$ cat config.mk
export PLATFORM = sky130hd
export DESIGN_NAME = hash160_digest_tx
export DESIGN_NICKNAME = d
export VERILOG_FILES = /design/src/rtl/hash160_pkg.sv /design/src/rtl/hash160_digest_tx_nibble_to_ascii.sv /design/src/rtl/hash160_digest_tx.sv
export SDC_FILE = /design/constraint.sdc
export NUM_CORES = 1
export LEC_CHECK = 0
export ABC_AREA = 1
export BUFFER_PORTS_ARGS = -buffer_cell sky130_fd_sc_hd__buf_4
export CAP_MARGIN = 10
export CORE_ASPECT_RATIO = 0.6
export CORE_UTILIZATION = 48
export CTS_CLUSTER_SIZE = 10
export DETAILED_ROUTE_END_ITERATION = 12
export PLACE_DENSITY = 0.72
export RECOVER_POWER = 50
export REMOVE_ABC_BUFFERS = 1
export SLEW_MARGIN = 15
export SYNTH_ARGS = -nofsm -noshare
export SYNTH_HDL_FRONTEND = slang
export SYNTH_SLANG_ARGS = --single-unit
$ cat constraint.sdc
create_clock -name clk -period 8.15 [get_ports clk]
set_input_delay 0.4075 -clock clk [delete_from_list [all_inputs] [get_ports clk]]
set_output_delay 0.4075 -clock clk [all_outputs]
set_load 0.01 [all_outputs]
$ cat src/rtl/hash160_pkg.sv
// Shared types and constants for the Hash160 byte interface.
// Combinational definitions only; no latency or backpressure of its own.
package hash160_pkg;

  typedef enum logic [1:0] {
    IDLE = 2'd0,
    SEND = 2'd1,
    DONE = 2'd2
  } state_t;

  localparam int          DIGEST_BYTES_DEF = 20;
  localparam logic [7:0]  ASCII_0          = 8'h30;
  localparam logic [7:0]  ASCII_A_LC       = 8'h61;

endpackage

$ cat src/rtl/hash160_digest_tx_nibble_to_ascii.sv
// Maps one 4-bit nibble to its lowercase ASCII hex character.
// Purely combinational, zero latency, no handshake.
module nibble_to_ascii
  import hash160_pkg::*;
(
  input  logic [3:0] nibble,
  output logic [7:0] ascii
);

  always_comb begin
    if (nibble <= 4'd9) begin
      ascii = ASCII_0 + {4'h0, nibble};
    end else begin
      ascii = ASCII_A_LC + {4'h0, nibble} - 8'd10;
    end
  end

endmodule

$ cat src/rtl/hash160_digest_tx.sv
// Streams a latched digest as raw bytes or ASCII hex over valid/ready; first beat one cycle after the i_valid rising edge.
// Holds o_byte stable while i_byte_ready is low; restart edges during SEND/DONE are dropped.
module hash160_digest_tx
  import hash160_pkg::*;
#(
  parameter int DIGEST_BYTES = DIGEST_BYTES_DEF,
  parameter int HEX_MODE     = 0
) (
  input  logic                      clk,
  input  logic                      rst,
  input  logic                      i_valid,
  input  logic [8*DIGEST_BYTES-1:0] i_digest,
  output logic [7:0]                o_byte,
  output logic                      o_byte_valid,
  input  logic                      i_byte_ready,
  output logic                      o_busy,
  output logic                      o_done
);

  localparam int             W     = 8 * DIGEST_BYTES;
  localparam int             BEATS = (HEX_MODE != 0) ? 2 * DIGEST_BYTES : DIGEST_BYTES;
  localparam int             CW    = $clog2(2 * DIGEST_BYTES + 1);
  localparam logic [CW-1:0]  LAST  = CW'(BEATS - 1);

  state_t          state, state_nxt;
  logic            i_valid_d;
  logic [CW-1:0]   cnt, cnt_nxt;
  logic [W-1:0]    sreg, sreg_nxt;
  logic            start;
  logic            beat;
  logic            shift_en;
  logic [7:0]      byte_sel;

  assign start = i_valid & ~i_valid_d;
  assign beat  = (state == SEND) & i_byte_ready;

  generate
    if (HEX_MODE != 0) begin : g_hex
      logic [3:0] nib;
      // Even beats carry the high nibble; the byte retires after the odd beat.
      assign nib      = cnt[0] ? sreg[W-5:W-8] : sreg[W-1:W-4];
      assign shift_en = cnt[0];
      nibble_to_ascii u_n2a (
        .nibble (nib),
        .ascii  (byte_sel)
      );
    end else begin : g_raw
      assign byte_sel = sreg[W-1:W-8];
      assign shift_en = 1'b1;
    end
  endgenerate

  always_comb begin
    state_nxt = state;
    cnt_nxt   = cnt;
    sreg_nxt  = sreg;
    case (state)
      IDLE: begin
        if (start) begin
          sreg_nxt  = i_digest;
          cnt_nxt   = '0;
          state_nxt = SEND;
        end
      end
      SEND: begin
        if (beat) begin
          cnt_nxt = cnt + CW'(1);
          if (shift_en) begin
            sreg_nxt = {sreg[W-9:0], 8'h00};
          end
          if (cnt == LAST) begin
            state_nxt = DONE;
          end
        end
      end
      DONE:    state_nxt = IDLE;
      default: state_nxt = IDLE;
    endcase
  end

  always_ff @(posedge clk or posedge rst) begin
    if (rst) begin
      state     <= IDLE;
      i_valid_d <= 1'b0;
      cnt       <= '0;
      sreg      <= '0;
    end else begin
      state     <= state_nxt;
      i_valid_d <= i_valid;
      cnt       <= cnt_nxt;
      sreg      <= sreg_nxt;
    end
  end

  // Outputs decode straight from state so an async reset drops them at once.
  assign o_byte_valid = (state == SEND);
  assign o_busy       = (state == SEND);
  assign o_done       = (state == DONE);
  assign o_byte       = o_byte_valid ? byte_sel : 8'h00;

endmodule

==> run summary, run 1 <==
# fillers: 1,514
area delta synth->final: 21.66%
largest net degree at the start of global routing: 150
die height: 103.9 um
final instance area: 10,110 um2
Clock Sinks: 169
GRT Total Usage: 0.1985
Remaining Overflow, GRT: 0
vias: 6,916
wire length on met3: 942 um
row count: 36
synth unique cells: 19
Remaining DRCs: 0
Fmax: 289.6 MHz
Highest Signal Layer: met4
area of the die: 17,850 um2
Least-Margin Pin Slew: 3.920 ns
# resized after CTS: 0
CTS max path bufs: 2
CP startpoint kind: input pin
R2R Setup Slk: 4.70 ns
Worst EP arrival: 3.85 ns
dpl cell area: 9540 um2
RSZ-0062 raised after global routing: no
flops & latches, synth: 169
global-route wire length before repair: 28,750 um
CTS Buf Count: 17
Starting Density: 0.5011
synthesized area per cell: 7.607 um2
status: finished, violations left
final worst path period share: 0.4237
Worst Setup SP: rst
Min-Delay Startpoint: i_valid
worst min path class: input pin to register
Yosys top cell by area: dfrtp_1
final antenna-violating net count: 0
Hold Path Stages: 1
Final Wtd Congestion: 0.8104
HPWL after DPL: 11,200 um
max cap viols: 1
top cells by area, synth: dfrtp_1, nand2_1, o21ai_0
hold_ws: 0.1314 ns
boundary pin count: 175
Required @ worst endpoint: 8.56 ns
number of diodes: 0
IR drop worst, VDD: 0.2061 mV
initial antenna violation count: 0
first drt pass iteration count: 5
Wirelength per Cell: 11.75 um
CP Class: input pin to asynchronous set/reset pin
CTS clk-pin slew, worst paths: 0.07 ns
area of the multi-input gates: 3024 um2
failing checks: capacitance limit, slew limit
relative slew slack: -1.628
CP endpoint kind: asynchronous set/reset pin
WL met2: 7261 um
leak pwr: 0.005033 uW
commonest non-fill, non-tap cell in the layout: nand2_1
CTS tree: yes
Yosys top cell area share: 0.5091
most frequent cells in the layout: nand2_1, o21ai_0, buf_4
r2r worst-path depth: 6
cts hold-fix bufs: 0
nets: 1,385
Tmin final: 3.453 ns
Die Wd: 171.8 um
clk_lat worst skew: 0.41 ns
# port buffers: 174
worst-path maximum fanout: 91
# Post-CTS Setup Buffers: 0
Cells after Synth: 1,092
fin util: 0.6097
Final Hold Vio Count: 0
PwrDens: 365.9 nW/um2
layout cells sized above 1: 0.1745
core footprint: 16,580 um2
RR Endpoint: sreg[57]
setup TNS: 0 ns
Sequential cell area: 4229 um2
Setup-failing EPs final: 0
vias in the first global route: 6,083
sequential share of the synthesized area: 0.5091
1st-iter DRT viols: 588
max-slew violations: 92
Post-Syn Area: 8307 um2
WHS Endpoint: i_valid_d
R2R Path Start: state[0]
Worst Clk Skew: 0.01322 ns
WL final: 17,150 um
Via density: 4.737
clk root buf: clkbuf_16
WL met1: 8844 um
CTS H-tree depth: 4
YS warnings: 0
## metrics by stage
stage               cells  worst slack [ns]  total power, uW
floorplan            1021            -1.502             2654
global placement     1429             4.780             2871
detailed placement   1429             4.663             2930
CTS                  1460             4.639             3732
global route         1460             3.931             4074
finish               1460             4.697             3698
## worst max path at each step
stage	end	slack, ns	cells after the start
final	sreg[86]	4.70	3
after detailed placement	sreg[57]	4.66	6
after global routing	sreg[134]	3.93	3
after global placement	sreg[158]	4.78	6
after floorplan	cnt[3]	-1.50	6
after CTS	sreg[57]	4.64	6
## power by group
group          internal [uW]  switching, uW
sequential              1220            101
clock                    436            350
combinational            523           1070
## registers in the layout, summed over array words and instances (netlist names)
name       count
state          2
sreg         160
i_valid_d      1
cnt            6
## critical path: stages
cell	delay (ns)
clkbuf_4	0.11
clkinvlp_2	2.18
buf_4	1.04
## kinds of logic after synthesis
family,count (synthesis),share of synthesized area
and+or+nand+nor,359,0.1667
AOI/OAI and AO/OA,319,0.1925
buffers and inverters,243,0.1291
DFF,169,0.5091
xor gates and xnor gates,1,0.001055
adders and majority gates,1,0.001506
## layout make-up
class / instances / share of cell area
Timing Repair Buffer: 180 / 0.1333
Clock inverter: 13 / 0.01325
Tap cell: 228 / 0.02823
Multi-Input combinational cell: 680 / 0.2992
Inverter: 172 / 0.06401
Clock buffer: 18 / 0.04346
Sequential cell: 169 / 0.4185
## routing by layer
layer | track usage | vias to the layer above
met5 | 0 | -
met4 | 0.04046 | 0
met3 | 0.03272 | 12
met2 | 0.2877 | 168
met1 | 0.3105 | 3073
li1 | - | 3663
## Yosys cell counts (all sizes together)
| cell | n |
|---|---|
| buf | 46 |
| clkbuf | 25 |
| dfrtp | 169 |
| ha | 1 |
| inv | 172 |
| nand2 | 326 |
| nand3 | 16 |
| nand4 | 2 |
| nor2 | 15 |
| o21ai | 318 |
| o21bai | 1 |
| xor2 | 1 |
Note: power is estimated with default switching activity, not from simulation.
==> run 2, diff against run 1 <==
Settings changed: ABC_AREA 1 to 0, PLACE_DENSITY 0.72 to 0.74.
Clock period 8.15 ns to 3.1 ns, I/O delays scaled along.
==> run 2 against run 1 <==
Against the previous run: the flow still finishes with violations (capacitance limit, slew limit); global-route usage is 2.4 points higher; highest routed layer unchanged; hold slack lost 0.12 ns; combinational power is 53% higher; sequential cell count unchanged; sequential share of layout area shrank 0.34 points; critical path depth rose by 2; sequential power up 150%.
==> run summary, run 2 <==
status: finished, violations left
failing checks: capacitance limit, slew limit
max cap viols: 2 (+1)
max reg flops: 160 (unchanged)
CP startpoint kind: register
critical path's slowest cell: buf_4
Crit path top cell by count: buf_4
PwrDens: 784.0 nW/um2 (+110%)
final antenna-violating net count: 0 (unchanged)
top cells by area, synth: dfrtp_1, mux2i_1, nand3_1
global-route wire length before repair: 30,380 um (+5.7%)
leak pwr: 0.004779 uW (-5.1%)
most frequent cells in the layout: buf_4, dfrtp_1, nand3_1
YS warnings: 0 (unchanged)
HPWL after DPL: 11,930 um (+6.5%)
max-slew violations: 157 (+71%)
Final Hold Vio Count: 0 (unchanged)
clk root buf: clkbuf_16
CTS clk-pin slew, worst paths: 0.07 ns (about the same)
clk_lat worst skew: 0.42 ns (about the same)
synth unique cells: 33 (+14)
Remaining Overflow, GRT: 0 (unchanged)
worst min path class: input pin to register
flops & latches, synth: 169 (unchanged)
number of diodes: 0 (unchanged)
commonest non-fill, non-tap cell in the layout: buf_4
Hold Path Stages: 3 (+2)
layout cells sized above 1: 0.2481 (+0.07355)
Final Wtd Congestion: 0.7776 (-4.0%)
boundary pin count: 175 (unchanged)
vias: 6,260 (-9.5%)
Setup-failing EPs final: 0 (unchanged)
initial antenna violation count: 0 (unchanged)
CP endpoint kind: primary output
Worst EP arrival: 2.22 ns (-1.63 ns)
Post-Syn Area: 8149 um2 (-1.9%)
# resized after CTS: 0 (unchanged)
synthesized area per cell: 11.01 um2 (+45%)
Setup WS post-layout: 0.7290 ns (-3.968 ns)
final worst path period share: 0.7648
Placed Cells: 1,083 (-24%)
# fillers: 1,370 (-9.5%)
largest stage delay on the critical path: 0.53 ns (-1.65 ns)
sequential share of the synthesized area: 0.5190 (+0.009849)
1st-iter DRT viols: 672 (+14%)
nets: 1,055 (-24%)
Cells after Synth: 740 (-32%)
overall power: 7988 uW (+120%)
CTS tree: yes
CTS H-tree depth: 4 (unchanged)
number of synthesized flops with an enable pin: 0 (unchanged)
Die Wd: 170.2 um (-0.94%)
row count: 36 (unchanged)
r2r worst-path depth: 4 (-2)
area of the die: 17,520 um2 (-1.9%)
CP Class: register to primary output
Reg with most FFs: sreg
IR drop worst, VDD: 0.5104 mV (+150%)
area delta synth->final: 25.03%
CTS Buf Count: 17 (unchanged)
GRT Total Usage: 0.2228 (+0.02433)
Remaining DRCs: 0 (unchanged)
Least-Margin Pin Slew: 1.847 ns (-2.073 ns)
Post-synth ARST share: 1.000 (unchanged)
Fmax: 421.8 MHz
vias in the first global route: 5,773 (-5.1%)
dpl ws: 0.8484 ns (-3.815 ns)
Tmin final: 2.371 ns
RSZ-0062 raised after global routing: no
top post-synthesis cells by count: dfrtp_1, nand3_1, mux2i_1
CTS max path bufs: 2 (unchanged)
first drt pass iteration count: 5 (unchanged)
ys flop type: dfrtp_1
setup TNS: 0 ns (unchanged)
Wirelength per Cell: 16.98 um (+45%)
top-count cell post-synth: dfrtp_1
Via density: 5.535 (+17%)
WL final: 19,200 um (+12%)
R2R Setup Slk: 0.78 ns (-3.92 ns)
worst-path cell chain: nand2b_4, inv_4, buf_4, and2_1, buf_4
Clock Sinks: 169 (unchanged)
hold_ws: 0.009265 ns (-0.1222 ns)
# port buffers: 174 (unchanged)
Cell Count, Final, Fillers Out: 1,131 (-23%)
Starting Density: 0.4970 (-0.004108)
Yosys top cell area share: 0.5190 (+0.009849)
Yosys top cell by area: dfrtp_1
worst-path maximum fanout: 32 (-65%)
die height: 102.9 um (-0.94%)
Top Registers: sreg x160, cnt x6, state x2
Required @ worst endpoint: 2.94 ns (-5.62 ns)
relative slew slack: -0.2336 (+1.394)
core footprint: 16,400 um2 (-1.1%)
largest net degree at the start of global routing: 91 (-39%)
Worst Clk Skew: 0.01119 ns (-0.002038 ns)
==> run 2: final timing paths <==
| path | to | start |
|---|---|---|
| min in group asynchronous | sreg[157] | rst |
| worst min register to register | sreg[154] | sreg[154] |
| worst min-delay path | sreg[129] | i_digest[129] |
| worst max-delay path | o_byte[2] | state[1] |
| max in group asynchronous | cnt[0] | rst |
| worst max register to register | sreg[46] | state[0] |
==> run 2: what timing repair did <==
item / in CTS / in global routing
endpoints found under the hold margin: 96 / 0
endpoints found under the setup margin: 0 / 0
hold buffers: 16 / 0
buffers inserted: 0 / 0
==> run 2: logic make-up (layout without fill, tap and decap cells) <==
logic type,after synthesis,in the layout,synth area share
compound gates,161,161,0.1069
fa+ha+maj,1,1,0.001535
buf+inv,76,239,0.06126
flops,169,169,0.5190
mux,161,161,0.2002
simple gates,172,172,0.1112
==> run 2: worst max-delay path: cells and delay by family, from the launching register on <==
family | cells | cell delay [ns]
buffers and inverters | 3 | 0.93
DFF | 1 | 0.45
and+or+nand+nor | 2 | 0.39
==> run 2: report_power, final <==
part | switching, uW | total (uW) | internal [uW] | leakage [uW]
Combinational | 1290 | 2430 | 1140 | 0.00219
Clock | 950 | 2270 | 1320 | 0.000303
Sequential | 380 | 3290 | 2910 | 0.00228
Total | 2620 | 7990 | 5360 | 0.00478
==> run 2: routing by layer <==
layer	track usage	routed length (um)	vias up
met1	0.3493	9700	3087
li1	-	-	2978
met3	0.05528	1282	12
met2	0.3055	8119	183
met5	0	0	-
met4	0.04990	101	0
==> run 2: cell type report <==
class                      instances  area, um2  share of cell area
tap                              228      285.3             0.02800
sequential                       169       4229              0.4151
timing repair buffer             202       1593              0.1563
multi-input combinational        495       3432              0.3369
inverter                           5      25.02            0.002456
clock inverter                    13      181.4             0.01781
clock buffer                      19      442.9             0.04347
==> run 2: through the flow <==
step | area [um2] | utilization
detailed placement | 9419 | 0.5745
finish | 10190 | 0.6214
CTS | 10200 | 0.6223
global placement | 9419 | 0.5745
floorplan | 7671 | -
global route | 10190 | 0.6214
